**src/rtl/rr_mux_reg.sv**
```systemverilog
// rr_mux_reg: N:1 datapath mux with valid/ready inputs, round-robin or
// fixed-priority arbitration, and a single registered output stage.
module rr_mux_reg #(
    parameter int unsigned WIDTH = 32,
    parameter int unsigned N     = 4,
    parameter int unsigned MODE  = 0,
    parameter int unsigned SEL_W = $clog2(N)
) (
    input  logic                 Clk,
    input  logic                 Rst,
    input  logic [N*WIDTH-1:0]   In_Data,
    input  logic [N-1:0]         In_Valid,
    output logic [N-1:0]         In_Ready,
    output logic [WIDTH-1:0]     Out_Data,
    output logic [SEL_W-1:0]     Out_Sel,
    output logic                 Out_Valid,
    input  logic                 Out_Ready
);

    logic [WIDTH-1:0] data_q, data_d;
    logic [SEL_W-1:0] sel_q, sel_d;
    logic             valid_q, valid_d;
    logic [SEL_W-1:0] ptr_q, ptr_d;

    logic             load;
    logic             gnt_found;
    logic [SEL_W-1:0] gnt_idx;
    logic [N-1:0]     gnt_oh;
    logic [WIDTH-1:0] sel_data;
    int unsigned      scan_base;
    int unsigned      scan_idx;

    // Grant search: rotate from ptr (MODE 0) or from index 0 (MODE 1); first valid wins.
    always_comb begin
        gnt_found = 1'b0;
        gnt_idx   = '0;
        gnt_oh    = '0;
        scan_idx  = 0;
        scan_base = (MODE == 0) ? 32'(ptr_q) : 0;
        for (int unsigned k = 0; k < N; k++) begin
            scan_idx = scan_base + k;
            if (scan_idx >= N) begin
                scan_idx = scan_idx - N;
            end
            if (!gnt_found && In_Valid[scan_idx]) begin
                gnt_found        = 1'b1;
                gnt_idx          = SEL_W'(scan_idx);
                gnt_oh[scan_idx] = 1'b1;
            end
        end
    end

    // Load/handshake decode and one-hot data select (never feeds In_Ready).
    always_comb begin
        load     = Rst && (|In_Valid) && (!valid_q || Out_Ready);
        In_Ready = load ? gnt_oh : '0;
        sel_data = '0;
        for (int unsigned i = 0; i < N; i++) begin
            if (gnt_oh[i]) begin
                sel_data = In_Data[i*WIDTH +: WIDTH];
            end
        end
    end

    // Next-state for the output register and round-robin pointer.
    always_comb begin
        data_d  = data_q;
        sel_d   = sel_q;
        valid_d = valid_q;
        ptr_d   = ptr_q;
        if (load) begin
            data_d  = sel_data;
            sel_d   = gnt_idx;
            valid_d = 1'b1;
            if (MODE == 0) begin
                ptr_d = (gnt_idx == SEL_W'(N - 1)) ? '0 : gnt_idx + SEL_W'(1);
            end
        end else if (valid_q && Out_Ready) begin
            valid_d = 1'b0;
        end
    end

    // State registers with synchronous active-low reset.
    always_ff @(posedge Clk) begin
        if (!Rst) begin
            data_q  <= '0;
            sel_q   <= '0;
            valid_q <= 1'b0;
            ptr_q   <= '0;
        end else begin
            data_q  <= data_d;
            sel_q   <= sel_d;
            valid_q <= valid_d;
            ptr_q   <= ptr_d;
        end
    end

    assign Out_Data  = data_q;
    assign Out_Sel   = sel_q;
    assign Out_Valid = valid_q;

endmodule

```
**config.mk**
```make
export PLATFORM = sky130hd
export DESIGN_NAME = rr_mux_reg
export DESIGN_NICKNAME = d
export VERILOG_FILES = /design/src/rtl/rr_mux_reg.sv
export SDC_FILE = /design/constraint.sdc
export NUM_CORES = 1
export LEC_CHECK = 0
export CORE_MARGIN = 5
export CORE_UTILIZATION = 34
export DETAILED_ROUTE_END_ITERATION = 8
export GPL_TIMING_DRIVEN = 0
export PLACE_DENSITY_LB_ADDON = 0.05
export REMOVE_ABC_BUFFERS = 1
export SYNTH_ARGS = -nofsm -noshare
export SYNTH_HDL_FRONTEND = slang
export SYNTH_SLANG_ARGS = --single-unit
```
**constraint.sdc**
```tcl
create_clock -name Clk -period 3 [get_ports Clk]
set_input_delay 0.3 -clock Clk [delete_from_list [all_inputs] [get_ports Clk]]
set_output_delay 0.3 -clock Clk [all_outputs]
set_load 0.1 [all_outputs]
```
==> metrics.md <==
| Metric | Value |
|---|---|
| CTS tree | done |
| Max-cap viol count | 0 |
| Inserted Clock Buffers | 5 |
| Ys Warns | 0 |
| EDFF count, synth | 0 |
| Mapped Avg Cell Area | ~9 µm² |
| Most frequent cells in the layout | 165 x clkdlybuf4s50_1, 39 x nor2_1, 35 x dfxtp_1 |
| Final setup skew | 0.0110 ns |
| Synth Cell Area | between 2000 and 3000 µm² |
| Unrepaired setup endpoints after global routing | true |
| Leak | 1.95 nW |
| Slew HR | 17.6% |
| GR Overflow Total | 0 |
| Primary FF master, synth | dfxtp_1 |
| Starting density of the core | 34.9% |
| Most common cell after layout, fill and taps aside | clkdlybuf4s50_1 |
| Final setup TNS | 0 ns |
| Post-synthesis cell type count | 44 |
| Post-synthesis cell count | ~330 |
| Via count | 3487 |
| Die area | 10400 µm² |
| Tot GR Track Use | 22.9% |
| Hold Buf Count CTS | 0 |
| CP Class | in2out |
| Port Buf Inserts | 173 |
| Min Tclk post-route | around 3 ns |
| GPL Wtd Cong | 0.883 |
| Clk Tree Root Cell | clkbuf_8 |
| Wire length of the first global-routing pass | roughly 19000 µm |
| Largest net degree at the start of global routing | 53 |
| Ys async rst share | 0% |
| Chip width | 102 µm |
| Kind of start point of the critical path | input port |
| # rows | 33 |
| Status | finished clean |
| Final Hold Fails | 0 |
| Initial antenna violation count | 0 |
| Worst Path Max Fanout | 9 |
| Tot Pwr | roughly 4.3 mW |
| Total Wirelength | 12300 µm |
| Ant diodes | 0 |
| Final Cycle Share | 98.0% |
| Nets | 631 |
| Die height | 102 µm |
| TritonRoute pass-1 iters | 4 |
| Critical Path Sink Type | primary output |
| Layout cells sized above 1 | 19.8% |
| Post-route ant nets | 0 |
| Fin Hold WS | 0.425 ns |
| Synthesis-stage register bit count | 37 |
| P&R area growth vs syn | 75.6% |
| Clk sink count | 37 |
| DRC viols | 0 |
| Max VDD drop | ~0.43 mV |
| Tightest Pin Transition | about 1.2 ns |
| Core area | 8260 µm² |
| Hpwl dp | ~8000 µm |
| Hold WC Path Type | in2reg |
| Fin. max-slew vios | 0 |
| Sequential-to-total area share from yosys stat | 25.7% |
| Routed len/inst | 20.7 µm |
| I/O Pins | 174 |
| Arr. time, crit path | ~2.6 ns |
| DRT iter0 DRCs | 136 |
| CTS Buffer Depth | 2 |
| Worst EP required | 2.70 ns |
| Final setup viols | 0 |
| CTS clock-pin slew for the worst setup and hold paths | about 0.070 ns |
| Power density over cell area | 857 nW/µm² |
| Vias in the first global route | around 3500 |
| CTS H-Tree Depth | 2 |
| Clock Latency Late Sink | just under 0.3 ns |
| Fill count | approximately 750 |
| Highest clock rate | 340 MHz |
| Vias per Instance | 5.85 |
[critical path, cell delays in order]
cell,delay (ns)
clkdlybuf4s50_1,0.56
mux4_2,0.62
and2_4,0.22
a21oi_2,0.12
o22ai_2,0.12
a221o_4,0.36
nor2b_1,0.15
buf_6,0.19
[where the power goes]
| part | internal [mW] | leakage [nW] | switching [mW] |
|---|---|---|---|
| clock | 0.271 | 0.0585 | 0.182 |
| combinational | 1.01 | 1.58 | 2.14 |
| sequential | 0.657 | 0.307 | 0.0836 |
[sequential cells by signal, summed over array words and instances (netlist names), named ones only]
name,count
Out_Valid,1
Out_Data,32
ptr_q,1
Out_Sel,2
[synthesized netlist by cell type, drive strengths merged (2+ instances only)]
library cell | count | area share, %
a32oi | 32 | 9.7
a21o | 2 | 0.52
clkbuf | 32 | 4.2
o31ai | 32 | 14
nand2b | 4 | 0.87
a21boi | 3 | 0.91
and2 | 3 | 0.74
nor2 | 40 | 5.2
buf | 9 | 3.8
nor2b | 2 | 0.43
dfxtp | 37 | 26
a221o | 2 | 0.69
a21oi | 12 | 2.1
nand2 | 12 | 1.6
ha | 6 | 2.6
and3b | 2 | 0.61
o22ai | 2 | 0.43
inv | 3 | 0.39
o21ai | 10 | 1.7
mux2i | 3 | 1.0
mux4 | 3 | 2.3
and3 | 32 | 6.9
a221oi | 33 | 10
[what timing repair did]
action                     4_1_cts  5_1_grt
setup endpoints to repair       39       38
cloned                           3        0
buffers inserted                 9        7
resized for setup               47       19
pin swaps                        3        2
[final cells by class]
cell class / count / area (µm²) / area share (%)
clock buffer: 7 / 86.3 / 1.71
clock inverter: 1 / 30.0 / 0.593
inverter: 3 / 15.0 / 0.297
multi-input combinational: 251 / 2090 / 41.4
sequential: 37 / 748 / 14.8
tap: 105 / 131 / 2.60
timing repair buffer: 192 / 1960 / 38.7
[stage by stage]
stage	utilization, %	std cells	setup slack, ns	instance area, µm²
final	61.3	596	0.0600	5060
after global placement	54.7	566	-2.83	4520
after detailed placement	55.8	569	-1.96	4610
after floorplan	-	288	-1.63	2650
after global routing	61.3	596	-0.0176	5060
after CTS	59.7	589	-0.000462	4930
[kinds of logic (layout without fill, tap and decap cells)]
family	after synthesis	count (layout)	share of synthesized area, %
muxes	7	7	3.78
AOI/OAI and AO/OA	133	136	41.6
and+or+nand+nor	102	102	18.0
adders and majority gates	6	6	2.60
DFF	37	37	25.7
buffers and inverters	44	203	8.33
[worst paths after layout]
path	cells past startpoint	slack (ns)	start	to
setup / recovery	8	0.06	In_Valid[0]	In_Ready[3]
setup reg to reg	10	0.12	register	Out_Data[4]
hold reg to reg	2	0.51	Out_Data[10]	Out_Data[10]
hold / removal	2	0.43	Rst	ptr_q[1]
[routing by layer]
| layer | wire (µm) | vias to the layer above | part of all wire (%) | global-route usage [%] |
|---|---|---|---|---|
| li1 | - | 1650 | - | - |
| met1 | 5230 | 1674 | 42 | 29.9 |
| met2 | 5770 | 144 | 47 | 36.4 |
| met3 | 1040 | 19 | 8.4 | 7.51 |
| met4 | 291 | 0 | 2.4 | 6.36 |
| met5 | 0 | - | 0 | 0 |
Note: power is estimated with default switching activity, not from simulation.
